===== src/rtl/id_ex_reg.sv =====
// id_ex_reg: ID/EX pipeline register of the five-stage MIPS datapath.
// It captures decoded control, operands, immediate and register specifiers
// from ID and presents them registered to EX. It supports stall (hold) and
// flush (bubble insertion). Flush has priority over stall, which has
// priority over load.
// Optional feature: define ID_EX_BUBBLE_CNT_EN to build a saturating 16-bit
// count of inserted bubbles. Without it, bubble_cnt is tied to zero.
module id_ex_reg #(
  parameter int bits = 32
) (
  input  logic            clk,
  input  logic            rst_n,
  input  logic            stall,
  input  logic            flush,
  input  logic            id_valid,
  input  logic [8:0]      id_ctrl,
  input  logic [bits-1:0] id_pc4,
  input  logic [bits-1:0] id_rd1,
  input  logic [bits-1:0] id_rd2,
  input  logic [bits-1:0] id_imm,
  input  logic [4:0]      id_rs,
  input  logic [4:0]      id_rt,
  input  logic [4:0]      id_rd,
  output logic            ex_valid,
  output logic [8:0]      ex_ctrl,
  output logic [bits-1:0] ex_pc4,
  output logic [bits-1:0] ex_rd1,
  output logic [bits-1:0] ex_rd2,
  output logic [bits-1:0] ex_imm,
  output logic [4:0]      ex_rs,
  output logic [4:0]      ex_rt,
  output logic [4:0]      ex_rd,
  output logic [15:0]     bubble_cnt
);

  logic            valid_d, valid_q;
  logic [8:0]      ctrl_d, ctrl_q;
  logic [bits-1:0] pc4_d, pc4_q;
  logic [bits-1:0] rd1_d, rd1_q;
  logic [bits-1:0] rd2_d, rd2_q;
  logic [bits-1:0] imm_d, imm_q;
  logic [4:0]      rs_d, rs_q;
  logic [4:0]      rt_d, rt_q;
  logic [4:0]      rd_d, rd_q;

  // Next-state selection: flush loads a bubble, stall holds, otherwise load from ID.
  always_comb begin
    valid_d = valid_q;
    ctrl_d  = ctrl_q;
    pc4_d   = pc4_q;
    rd1_d   = rd1_q;
    rd2_d   = rd2_q;
    imm_d   = imm_q;
    rs_d    = rs_q;
    rt_d    = rt_q;
    rd_d    = rd_q;
    if (flush) begin
      // Bubble: all enables cleared so EX cannot write registers or memory.
      // Data fields still load; they are don't-care to EX with ctrl zeroed.
      valid_d = 1'b0;
      ctrl_d  = 9'h000;
      pc4_d   = id_pc4;
      rd1_d   = id_rd1;
      rd2_d   = id_rd2;
      imm_d   = id_imm;
      rs_d    = 5'd0;
      rt_d    = 5'd0;
      rd_d    = 5'd0;
    end else if (stall) begin
      valid_d = valid_q;
      ctrl_d  = ctrl_q;
    end else begin
      // An invalid ID slot carries no side effects, so its control is cleared.
      valid_d = id_valid;
      if (id_valid) begin
        ctrl_d = id_ctrl;
      end else begin
        ctrl_d = 9'h000;
      end
      pc4_d = id_pc4;
      rd1_d = id_rd1;
      rd2_d = id_rd2;
      imm_d = id_imm;
      rs_d  = id_rs;
      rt_d  = id_rt;
      rd_d  = id_rd;
    end
  end

  // Pipeline register state, cleared asynchronously on reset.
  always_ff @(posedge clk or negedge rst_n) begin
    if (!rst_n) begin
      valid_q <= 1'b0;
      ctrl_q  <= 9'h000;
      pc4_q   <= '0;
      rd1_q   <= '0;
      rd2_q   <= '0;
      imm_q   <= '0;
      rs_q    <= 5'd0;
      rt_q    <= 5'd0;
      rd_q    <= 5'd0;
    end else begin
      valid_q <= valid_d;
      ctrl_q  <= ctrl_d;
      pc4_q   <= pc4_d;
      rd1_q   <= rd1_d;
      rd2_q   <= rd2_d;
      imm_q   <= imm_d;
      rs_q    <= rs_d;
      rt_q    <= rt_d;
      rd_q    <= rd_d;
    end
  end

  assign ex_valid = valid_q;
  assign ex_ctrl  = ctrl_q;
  assign ex_pc4   = pc4_q;
  assign ex_rd1   = rd1_q;
  assign ex_rd2   = rd2_q;
  assign ex_imm   = imm_q;
  assign ex_rs    = rs_q;
  assign ex_rt    = rt_q;
  assign ex_rd    = rd_q;

`ifdef ID_EX_BUBBLE_CNT_EN
  logic [15:0] cnt_d, cnt_q;

  // Saturating bubble count: advances on every taken flush, never wraps.
  always_comb begin
    cnt_d = cnt_q;
    if (flush && (cnt_q != 16'hFFFF)) begin
      cnt_d = cnt_q + 16'd1;
    end else begin
      cnt_d = cnt_q;
    end
  end

  // Bubble counter register, cleared asynchronously on reset.
  always_ff @(posedge clk or negedge rst_n) begin
    if (!rst_n) begin
      cnt_q <= 16'h0000;
    end else begin
      cnt_q <= cnt_d;
    end
  end

  assign bubble_cnt = cnt_q;
`else
  assign bubble_cnt = 16'h0000;
`endif

endmodule


===== config.mk =====
export PLATFORM = sky130hd
export DESIGN_NAME = id_ex_reg
export DESIGN_NICKNAME = d
export VERILOG_FILES = /design/src/rtl/id_ex_reg.sv
export SDC_FILE = /design/constraint.sdc
export NUM_CORES = 1
export LEC_CHECK = 0
export CELL_PAD_IN_SITES_DETAIL_PLACEMENT = 1
export CELL_PAD_IN_SITES_GLOBAL_PLACEMENT = 1
export CORE_ASPECT_RATIO = 0.5
export CORE_MARGIN = 3
export CORE_UTILIZATION = 34
export CTS_CLUSTER_DIAMETER = 40
export DETAILED_ROUTE_END_ITERATION = 12
export PLACE_DENSITY = 0.94
export SYNTH_ARGS = -nofsm -noshare
export SYNTH_HDL_FRONTEND = slang
export SYNTH_SLANG_ARGS = --single-unit

===== constraint.sdc =====
create_clock -name clk -period 2.2 [get_ports clk]
set_clock_uncertainty 0.05 [all_clocks]
set_input_delay 0.44 -clock clk [delete_from_list [all_inputs] [get_ports clk]]
set_output_delay 0.44 -clock clk [all_outputs]
set_load 0.01 [all_outputs]

* Word level (Yosys, flattened, before mapping) *
Cells that the tools add are included.

word-level totals
  logic and storage cells = 29
  output and inout port bits = 169
  bits of input ports = 157
  register bits = 153

operators by class
  equality and inequality tests = 1
  mux-type cells = 19

operators with widths
  kind                                                                     count
  32-bit two-way mux                                                       8
  5-bit two-way mux                                                        6
  9-bit two-way mux                                                        3
  1-bit two-way mux                                                        2
  2-bit by 1-bit inequality test with 1-bit output, second input constant  1

* Longest topological paths before layout *
  depth after elaboration = 3
  depth in mapped cells = 5
  mapped depth without buffers = 2

* Least setup slack after synthesis *
OpenSTA, ideal clock, no wires.

  path kind = input-to-reg
  start point = in stall
  end point = reg imm_q[10] (netlist: ex_imm[10])
  arrival time = 1.298 ns
  cell stages on the path = 5
  setup slack = 0.727 ns
  buffers on the path = 3
  data required time = 2.025 ns
  library setup time = 0.125 ns
  cells stage by stage = buf_4 nand2b_4 buf_6 buf_6 mux2_4

on the way
  cells in the longest elaborated chain, start to end = 1

RTL lines
  what                                                        line  text
  start, declared                                             13    input logic stall,
  2-bit by 1-bit inequality test with 1-bit output (no line)  --
  end signal, assigned                                        108   imm_q <= imm_d;
  end, declared                                               41    logic [bits-1:0] imm_d, imm_q;

Every way passes these cells.
A chain may end at the register's enable or synchronous reset.

* Worst setup path in the final report *
  start point = reg rd2_q[15] (netlist: ex_rd2[15])
  end point = out ex_rd2[15]

RTL lines
  what                    line  text
  start, declared         40    logic [bits-1:0] rd2_d, rd2_q;
  start signal, assigned  107   rd2_q <= rd2_d;
  end, declared           28    output logic [bits-1:0] ex_rd2,

No word-level cell between the ends.

==> flow_metrics.env <==
export IMPL_outcome="finished clean"
export IMPL_endpoint_kind="output pin"
export IMPL_grt_max_degree=51
export IMPL_p_leak_uw=0.00475
export IMPL_synth_commonest_cells="153 x dfrtp_1, 120 x mux2_4, 17 x buf_4"
export IMPL_timing_fmax_ghz=0.524
export IMPL_io_pins=326
export IMPL_rsz0062_at_grt="no"
export IMPL_synth_yosys_seq_area_share_pct=60.0
export IMPL_fin_hold_ws_ns=0.447
export IMPL_drt_vias_per_instance=4.55
export IMPL_hold_path_class="reg -> reg"
export IMPL_critPathBufInv=1
export IMPL_worst_slew_pin_transition_ns=0.665
export IMPL_grt_overflow=0
export IMPL_synth_async_reset_ratio_pct=100
export IMPL_comb_power_share_pct=18.6
export IMPL_grt_use_total_pct=20.9
export IMPL_final_cell_area_um2=10300
export IMPL_route_detailed_drc=0
export IMPL_max_stage_delay_ns=0.57
export IMPL_synthCells=363
export IMPL_post_cts_resized_instances=0
export IMPL_ant_nets=0
export IMPL_crit_slowest_cell="clkdlybuf4s50_1"
export IMPL_drt_first_iter_violations=139
export IMPL_netlist_area_um2=6380
export IMPL_global_placer_s_final_weighted_congestion=0.815
export IMPL_power_density_cell_area_nw_per_um2=768
export IMPL_chipWidth_um=200
export IMPL_floorplan_initialDensity_pct=35.7
export IMPL_nets=839
export IMPL_antenna_found_initial=0
export IMPL_post_cts_hold_buffer_count=1
export IMPL_cts_htree_levels=4
export IMPL_cp_cell_sequence="clkdlybuf4s50_1"
export IMPL_pwr_share_seq_pct=40.2
export IMPL_critical_path_data_required_time_ns=1.71
export IMPL_layout_min_cycle_time_ns=1.91
export IMPL_first_global_vias=4924
export IMPL_detailed_place_area_um2=9650
export IMPL_crit_reg_reg_startpoint="ex_rd2[15]"
export IMPL_finalHoldViolCount=0
export IMPL_power_share_clock_pct=41.2
export IMPL_i_o_buffers=309
export IMPL_max_cap_violations=0
export IMPL_wl_per_cell_um=23.1
export IMPL_post_synth_main_area_contributors="dfrtp_1 60%, mux2_4 28%, buf_6 2.6%"
export IMPL_route_layer_met1_wl_um=7720
export IMPL_timing_final_setup_violations=0
export IMPL_die_height_um=103
export IMPL_timing_critical_path_arrival_ns=1.42
export IMPL_final_setup_tns_ns=0
export IMPL_fp_coreArea_um2=17900
export IMPL_totalWireLength_um=21400
export IMPL_detail_route_first_pass_iterations=5
export IMPL_synth_edff_count=0
export IMPL_core_occupancy_in_the_finished_layout_pct=57.7
export IMPL_clk_pin_slew_worst_paths_ns=0.07
export IMPL_synth_top_area_share_pct=60.0
export IMPL_cp_top_family="buffers and inverters"
export IMPL_finalCritPeriodShare_pct=86.8
export IMPL_net_switching_power_uw=1960
export IMPL_synth_largest_area_cell="dfrtp_1"
export IMPL_n_antenna_cell=0
export IMPL_synth_most_common_cell="dfrtp_1"
export IMPL_ir_worst_vdd_uv=568
export IMPL_power_share_switching_pct=24.8
export IMPL_detail_route_met2_wl_um=12900
export IMPL_design_die_area_um2=20500
export IMPL_synth_warning_count=0
export IMPL_post_synth_num_cell_types=14
export IMPL_dpl_hpwl_um=16400
export IMPL_ys_dominant_reg_cell="dfrtp_1"
export IMPL_signed_area_change_from_the_synthesized_netlist_to_the_final_layout_pct=61.7
export IMPL_detailroute_wirelength_met3_um=514
export IMPL_timing_setup_critical_path_class="reg -> out"
export IMPL_insertion_delay_ns=0.41
export IMPL_synthesis_area_per_instance_um2=17.6
export IMPL_min_from="ex_ctrl[5]"
export IMPL_timing_slew_headroom_pct=55.6
export IMPL_cts_buffer_depth=2
export IMPL_pre_cts_ws_ns=0.0897
export IMPL_wire_length_of_the_first_global_routing_pass_um=31400
export IMPL_clock_sink_count=153
export IMPL_layout_setup_ws_ns=0.291
export IMPL_post_cts_setup_buffers=0
export IMPL_row_count=34
export IMPL_critical_path_max_fanout=2
export IMPL_p_int_uw=5950
export IMPL_vias=4230
export IMPL_critical_path_startpoint="ex_rd2[15]"
export IMPL_slew_violations=0
export IMPL_synth_seq_cells=153
export IMPL_top_layer="met4"
export IMPL_crit_path_start_kind="flip-flop"
export IMPL_cts_buffers=17
export IMPL_tritoncts="built"
export IMPL_drive_above_1_share_pct=23.7
export IMPL_root_buffer_selected_by_cts="clkbuf_16"
metrics by stage:
| step | cells | total power (µW) |
|---|---|---|
| finish | 929 | 7920 |
| global route | 929 | 8250 |
| CTS | 929 | 8020 |
| detailed placement | 896 | 4710 |
| global placement | 896 | 4650 |
| floorplan | 378 | 3790 |
final timing paths:
kind | cells after the start | slack, ns | endpoint
setup / recovery | 1 | 0.29 | ex_rd2[15]
hold / removal | 1 | 0.45 | ex_ctrl[5]
setup reg to reg | 1 | 1.32 | ex_rd2[15]
hold reg to reg | 1 | 0.45 | ex_ctrl[5]
max in group asynchronous | 3 | 0.87 | ex_rd1[6]
min in group asynchronous | 2 | 0.52 | ex_imm[8]
flip-flops by register name, summed over array words and instances (netlist names):
name,flops
ex_ctrl,9
ex_rd,5
ex_valid,1
ex_imm,32
ex_rs,5
ex_rd2,32
ex_rd1,32
ex_rt,5
ex_pc4,32
power by group through the flow:
stage                     clock network, µW  logic [µW]  registers [µW]
after floorplan                           0         486            3310
after global placement                    0        1440            3210
after detailed placement                  0        1480            3230
after CTS                              3340        1500            3190
after global routing                   3490        1550            3210
final                                  3260        1470            3190
layer usage:
metal	GRT usage, %	vias up
met5	0	-
met2	41.7	90
li1	-	1876
met1	22.9	2240
met3	3.85	24
met4	5.78	0
kinds of logic (layout without fill, tap and decap cells):
family / Yosys count / count (layout) / synth area share, %
other: 1 / 16 / 0.0588
and+or+nand+nor: 19 / 19 / 1.35
muxes: 144 / 144 / 32.2
DFF: 153 / 153 / 60.0
AOI/OAI and AO/OA: 9 / 9 / 1.41
buffers and inverters: 37 / 354 / 4.96
final cells by class:
cell class | count | area, µm²
multi-input combinational | 188 | 2290
fill | 1712 | 7560
clock inverter | 14 | 209
inverter | 1 | 3.75
sequential | 153 | 3830
timing repair buffer | 321 | 3250
clock buffer | 18 | 439
tap | 234 | 293
layout by cell type (no fill, tap or decap), types with 4 or more instances in the layout:
master | Yosys | routed
mux2i_1 | 16 | 16
clkbuf_16 | 0 | 17
a32o_1 | 9 | 9
nor2_1 | 16 | 16
mux2_4 | 120 | 120
clkdlybuf4s50_1 | 0 | 308
bufinv_16 | 0 | 4
buf_12 | 0 | 5
conb_1 | 1 | 16
buf_4 | 17 | 6
mux2_1 | 8 | 8
inv_6 | 0 | 6
dfrtp_1 | 153 | 153
Note: power is estimated with default switching activity, not from simulation.
